`src/rtl/ps2_pkg.sv`:
```
// Shared definitions for the PS/2 receive path.
//   ps2_state_t    : deframer FSM states
//   PS2_EXT_CODE   : extended-key prefix byte
//   PS2_BREAK_CODE : key-release prefix byte
//   PS2_DATA_BITS  : data bits per frame
package ps2_pkg;

    typedef enum logic [1:0] {
        IDLE   = 2'd0,
        DATA   = 2'd1,
        PARITY = 2'd2,
        STOP   = 2'd3
    } ps2_state_t;

    localparam logic [7:0] PS2_EXT_CODE   = 8'hE0;
    localparam logic [7:0] PS2_BREAK_CODE = 8'hF0;
    localparam int         PS2_DATA_BITS  = 8;

endpackage

```
`src/rtl/ps2_sync_filter.sv`:
```
// Synchroniser plus glitch filter for one PS/2 line.
//   i_clk, i_rst : system clock, async active-high reset
//   i_raw        : asynchronous pin
//   o_level      : filtered level; moves only when all FILT_LEN samples agree
//   o_fall       : 1-cycle pulse when o_level goes 1->0
// All state resets to the idle-bus level (1).
module ps2_sync_filter #(
    parameter int FILT_LEN = 8
) (
    input  logic i_clk,
    input  logic i_rst,
    input  logic i_raw,
    output logic o_level,
    output logic o_fall
);

    logic [1:0]          sync;
    logic [FILT_LEN-1:0] sr;

    always_ff @(posedge i_clk or posedge i_rst) begin
        if (i_rst) begin
            sync    <= '1;
            sr      <= '1;
            o_level <= 1'b1;
            o_fall  <= 1'b0;
        end else begin
            sync   <= {sync[0], i_raw};
            sr     <= {sr[FILT_LEN-2:0], sync[1]};
            o_fall <= 1'b0;
            if (&sr) begin
                o_level <= 1'b1;
            end else if (~|sr) begin
                o_level <= 1'b0;
                o_fall  <= o_level;
            end
        end
    end

endmodule

```
`src/rtl/ps2_rx_frame.sv`:
```
// PS/2 device-to-host receiver: filters the pins, deframes 11-bit frames,
// checks parity/stop/timeout, buffers good bytes in a FIFO and a history
// shift register.
//   i_clk, i_rst    : system clock, async active-high reset
//   i_PS2C, i_PS2D  : raw PS/2 pins
//   o_data/o_valid/i_ready : FIFO head, valid/ready handshake
//   o_history       : last HIST_BYTES good bytes, newest in [7:0]
//   o_parity_err, o_frame_err, o_overflow : 1-cycle error pulses
//   o_busy          : a frame is in progress
// Optional: define PS2_BREAK_DECODE_EN to add o_key_code/o_key_ext/
// o_key_break/o_key_strobe (make/break + extended-key decode).
module ps2_rx_frame
    import ps2_pkg::*;
#(
    parameter int FILT_LEN       = 8,
    parameter int FIFO_DEPTH     = 4,
    parameter int HIST_BYTES     = 3,
    parameter int TIMEOUT_CYCLES = 100000
) (
    input  logic                    i_clk,
    input  logic                    i_rst,
    input  logic                    i_PS2C,
    input  logic                    i_PS2D,
    output logic [7:0]              o_data,
    output logic                    o_valid,
    input  logic                    i_ready,
    output logic [8*HIST_BYTES-1:0] o_history,
    output logic                    o_parity_err,
    output logic                    o_frame_err,
    output logic                    o_overflow,
`ifdef PS2_BREAK_DECODE_EN
    output logic [7:0]              o_key_code,
    output logic                    o_key_ext,
    output logic                    o_key_break,
    output logic                    o_key_strobe,
`endif
    output logic                    o_busy
);

    localparam int AW = $clog2(FIFO_DEPTH);
    localparam int TW = $clog2(TIMEOUT_CYCLES + 1);
    localparam int HW = 8 * HIST_BYTES;
    localparam logic [TW-1:0] TMAX     = TW'(TIMEOUT_CYCLES);
    localparam logic [2:0]    LAST_BIT = 3'(PS2_DATA_BITS - 1);

    // ---------------- input path ----------------
    logic fall_c, c_lvl_unused;
    logic d_lvl, d_fall_unused;

    ps2_sync_filter #(.FILT_LEN(FILT_LEN)) u_filt_c (
        .i_clk(i_clk), .i_rst(i_rst), .i_raw(i_PS2C),
        .o_level(c_lvl_unused), .o_fall(fall_c)
    );

    ps2_sync_filter #(.FILT_LEN(FILT_LEN)) u_filt_d (
        .i_clk(i_clk), .i_rst(i_rst), .i_raw(i_PS2D),
        .o_level(d_lvl), .o_fall(d_fall_unused)
    );

    // ---------------- deframer FSM ----------------
    ps2_state_t    state;
    logic [2:0]    bit_cnt;
    logic [7:0]    shreg;
    logic          par;
    logic [TW-1:0] tcnt;
    logic          push_req;
    logic [7:0]    push_byte;

    always_ff @(posedge i_clk or posedge i_rst) begin
        if (i_rst) begin
            state        <= IDLE;
            bit_cnt      <= '0;
            shreg        <= '0;
            par          <= 1'b0;
            tcnt         <= '0;
            push_req     <= 1'b0;
            push_byte    <= '0;
            o_parity_err <= 1'b0;
            o_frame_err  <= 1'b0;
        end else begin
            push_req     <= 1'b0;
            o_parity_err <= 1'b0;
            o_frame_err  <= 1'b0;

            // saturating inter-edge timer, only live inside a frame
            if (state == IDLE || fall_c)
                tcnt <= '0;
            else if (tcnt != TMAX)
                tcnt <= tcnt + 1'b1;

            if (state != IDLE && tcnt == TMAX) begin
                o_frame_err <= 1'b1;
                state       <= IDLE;
            end else if (fall_c) begin
                case (state)
                    IDLE: begin
                        // a high sample here is bus noise, not a start bit
                        if (!d_lvl) begin
                            state   <= DATA;
                            bit_cnt <= '0;
                        end
                    end
                    DATA: begin
                        shreg[bit_cnt] <= d_lvl;
                        if (bit_cnt == LAST_BIT)
                            state <= PARITY;
                        else
                            bit_cnt <= bit_cnt + 1'b1;
                    end
                    PARITY: begin
                        par   <= d_lvl;
                        state <= STOP;
                    end
                    STOP: begin
                        if (!d_lvl)
                            o_frame_err <= 1'b1;
                        else if (^{shreg, par}) begin
                            push_req  <= 1'b1;
                            push_byte <= shreg;
                        end else
                            o_parity_err <= 1'b1;
                        state <= IDLE;
                    end
                    default: state <= IDLE;
                endcase
            end
        end
    end

    assign o_busy = (state != IDLE);

    // ---------------- byte FIFO + history ----------------
    logic [AW:0] wr_ptr, rd_ptr;
    logic [7:0]  mem [FIFO_DEPTH];
    logic        full, pop;

    assign o_valid = (wr_ptr != rd_ptr);
    assign full    = (wr_ptr[AW] != rd_ptr[AW]) && (wr_ptr[AW-1:0] == rd_ptr[AW-1:0]);
    assign pop     = o_valid & i_ready;
    assign o_data  = mem[rd_ptr[AW-1:0]];

    always_ff @(posedge i_clk or posedge i_rst) begin
        if (i_rst) begin
            wr_ptr     <= '0;
            rd_ptr     <= '0;
            o_overflow <= 1'b0;
            o_history  <= '0;
            for (int i = 0; i < FIFO_DEPTH; i++) mem[i] <= '0;
        end else begin
            // a pop in the same cycle frees the slot, so full+pop still writes
            o_overflow <= push_req & full & ~pop;
            if (push_req && (!full || pop)) begin
                mem[wr_ptr[AW-1:0]] <= push_byte;
                wr_ptr              <= wr_ptr + 1'b1;
            end
            if (pop)
                rd_ptr <= rd_ptr + 1'b1;
            if (push_req)
                o_history <= (o_history << 8) | HW'(push_byte);
        end
    end

`ifdef PS2_BREAK_DECODE_EN
    // ---------------- make/break decode ----------------
    logic ext_pend, brk_pend;

    always_ff @(posedge i_clk or posedge i_rst) begin
        if (i_rst) begin
            ext_pend     <= 1'b0;
            brk_pend     <= 1'b0;
            o_key_code   <= '0;
            o_key_ext    <= 1'b0;
            o_key_break  <= 1'b0;
            o_key_strobe <= 1'b0;
        end else begin
            o_key_strobe <= 1'b0;
            if (push_req) begin
                if (push_byte == PS2_EXT_CODE)
                    ext_pend <= 1'b1;
                else if (push_byte == PS2_BREAK_CODE)
                    brk_pend <= 1'b1;
                else begin
                    o_key_code   <= push_byte;
                    o_key_ext    <= ext_pend;
                    o_key_break  <= brk_pend;
                    o_key_strobe <= 1'b1;
                    ext_pend     <= 1'b0;
                    brk_pend     <= 1'b0;
                end
            end
        end
    end
`endif

endmodule

```
`config.mk`:
```
export PLATFORM = sky130hd
export DESIGN_NAME = ps2_rx_frame
export DESIGN_NICKNAME = d
export VERILOG_FILES = /design/src/rtl/ps2_pkg.sv /design/src/rtl/ps2_sync_filter.sv /design/src/rtl/ps2_rx_frame.sv
export SDC_FILE = /design/constraint.sdc
export NUM_CORES = 1
export LEC_CHECK = 0
export ABC_AREA = 1
export CAP_MARGIN = 20
export CELL_PAD_IN_SITES_DETAIL_PLACEMENT = 1
export CELL_PAD_IN_SITES_GLOBAL_PLACEMENT = 1
export CORE_MARGIN = 2
export CORE_UTILIZATION = 41
export DETAILED_ROUTE_END_ITERATION = 7
export HOLD_SLACK_MARGIN = 0.1
export PLACE_DENSITY_LB_ADDON = 0.1
export SLEW_MARGIN = 20
export SYNTH_ARGS = -nofsm -noshare
export SYNTH_HDL_FRONTEND = slang
export SYNTH_HIERARCHICAL = 1
export SYNTH_SLANG_ARGS = --single-unit
```
`constraint.sdc`:
```
create_clock -name i_clk -period 3 [get_ports i_clk]
set_clock_uncertainty 0.05 [all_clocks]
set_input_delay 0.3 -clock i_clk [delete_from_list [all_inputs] [get_ports i_clk]]
set_output_delay 0.3 -clock i_clk [all_outputs]
set_load 0.02 [all_outputs]
```
==> out/results.txt <==
Register-to-Register Path Depth - 6
Outcome - finished, final reports clean
Min cycle time layout - 2.65 ns
Post-route total power - 3.77 mW
Crit-path slowest cell - dfrtp_1
Number of buffers inserted by hold repair at cts - 0
Die Width - 122 µm
Initial standard-cell utilization of the core - 41.7%
Worst slew pin tran - 0.915 ns
Number of routed nets with antenna violations - 0
Fillcell total - 1606
Pin count of the biggest net entering global routing - 106
Height of the die - 122 µm
Count of instances resized after the clock tree is built - 0
Worst Setup End Kind - output pin
Buffers inserted during post-CTS setup optimization - 0
Fraction of layout instances using a drive strength above 1 - 13.1%
Register-to-register path setup slack - 0.94 ns
Number of antenna violations at the first check in global routing - 0
Crit path arrival time - 2.30 ns
Floorplan core area - 0.0138 mm²
Placement-stage cell area - 0.00633 mm²
Detailed-router iteration count before antenna repair - 4
Average vias per placed instance - 4.98
Count of standard-cell rows - 43
Initial drt markers - 287
Average routed wire per standard cell - 15.0 µm
Reported max-cap violation count - 0
IR drop worst, VDD - 0.390 mV
Global-route layer with the greatest usage - met2
Final hold violations - 0
Mapped Nets - 653
Vias in the first global route - 4652
Switching part of the total - 21.5%
Total wire length - 13100 µm
Final GP Congestion - 0.794
Static leakage - 3.20 nW
Vias post-DR - 4365
GRT Total Usage - 19.6%
Final #Nets - 702
Inserted Clock Buffers - 17
Count of final setup violators - 0
Critical path data required time - 2.65 ns
DRC Markers - 0
Wire length of the first global-routing pass - 22700 µm
Max-slew violation count - 0
Inserted Diodes - 0
Highest clock rate - 0.378 GHz
Placed wire-length estimate after detailed placement - 9030 µm
Fraction of met1 tracks used by global routing - 24.5%
Power per cell area - 547 mW/mm²
Number of placed instances with taps included - 845
RSZ-0062 raised after global routing - no
Source-to-sink clock delay at the later pin of the worst-skew pair - 0.42 ns
Sum of negative setup slack - 0 ns
Layout overhead on the synthesized area - 20.0%
Kind of cell adding the most delay to the critical path - buffers and inverters
Count of boundary I/O pins - 42
Critical path class - flip-flop to output pin
Bufs and invs on worst path - 2
Worst relative slew slack - 38.9%
H-Tree Depth - 4
Syn Std Cell Area - 0.00575 mm²
Leading cell types in the layout, fill and taps excluded - 196 x nand2_1, 106 x dfrtp_1, 72 x o21ai_0, 54 x inv_1, 51 x nor2_1
Worst setup SP type - flip-flop
Number of warnings reported in the yosys synthesis log - 6
Reg clk slew, reported paths - 0.06 ns
Library cell used as clock root buffer - clkbuf_16
Crit path largest cell delay - 0.76 ns
Total non-filler cell area in the finished layout - 0.00689 mm²
Sequential power share - 47.0%
Non-filler cells in the finished layout - 877
Post-Route Utilization - 50.1%
Maximum net fanout on the critical path - 19
Portion of total power attributed to the clock network - 51.2%
Clock sink count - 128
Global routing usage on met3 - 5.11%
Crit-path cells - inv_4 > nand2_1 > a21oi_2 > nand2_1 > clkdlybuf4s50_1
CTS tree - yes
Logic gate share of total power - 1.8%
Most common cell after layout, fill and taps aside - nand2_1
Switching component of the power - 0.812 mW
GRT Residual Overflow - 0
Port Buffer Count - 41
Cell repeated most along the worst path - nand2_1
GR met2 Demand/Resource - 32.5%
Synthesized netlist cell count - 635
Class of the tightest hold or removal check - input port to flip-flop
Period utilization - 88.2%
Maximum clock path buffer count - 2
Internal power contribution - 2.96 mW
Number of cells traversed by the worst hold path - 1
Mean cell area of the mapped netlist - 9.05 µm²
Critical path depth - 5
Die Outline Area - 0.0150 mm²
## power by group through the flow
stage	logic, mW	clock network [mW]	registers, mW
after floorplan	0.0446	0	1.80
after global placement	0.0704	0	1.80
after detailed placement	0.0714	0	1.80
after CTS	0.0721	1.98	1.77
after global routing	0.0796	2.07	1.77
final	0.0676	1.93	1.77
## registers in the layout, indices dropped and copies added (netlist names), 3 cells and up
name / flops
bit_cnt: 3
mem: 32
o_history: 24
push_byte: 8
rd_ptr: 3
shreg: 8
tcnt: 17
u_filt_c/sr: 8
u_filt_d/sr: 8
wr_ptr: 3
## area by class of cell
class                           count  area (µm²)  share of cell area, %
Multi-Input combinational cell    436        2210                   32.1
Clock buffer                       23         509                   7.39
Inverter                           57         223                   3.23
Timing Repair Buffer               44         445                   6.46
Tap cell                          180         225                   3.27
Sequential cell                   128        3230                   46.9
Clock inverter                      9        50.0                  0.726
## stage by stage
| step | worst slack [ns] | hold slack [ns] |
|---|---|---|
| floorplan | 1.32 | 0.107 |
| global placement | 0.904 | 0.297 |
| detailed placement | 0.791 | 0.299 |
| CTS | 0.332 | 0.220 |
| global route | 0.198 | 0.230 |
| finish | 0.355 | 0.237 |
## routing by layer
metal / share of wire (%) / vias up
met5: 0 / -
li1: - / 2142
met2: 49 / 61
met1: 46 / 2141
met3: 3.0 / 21
met4: 2.1 / 0
## final timing paths
check | startpoint | to
hold / removal | i_PS2C | u_filt_c/sync[0]
hold reg to reg | u_filt_c/sync[1] | u_filt_c/sr[0]
setup / recovery | rd_ptr[0] | o_valid
max in group asynchronous | i_rst | mem[3]
setup reg to reg | rd_ptr[0] | mem[12]
min in group asynchronous | i_rst | u_filt_c/o_fall
Note: power is estimated with default switching activity, not from simulation.
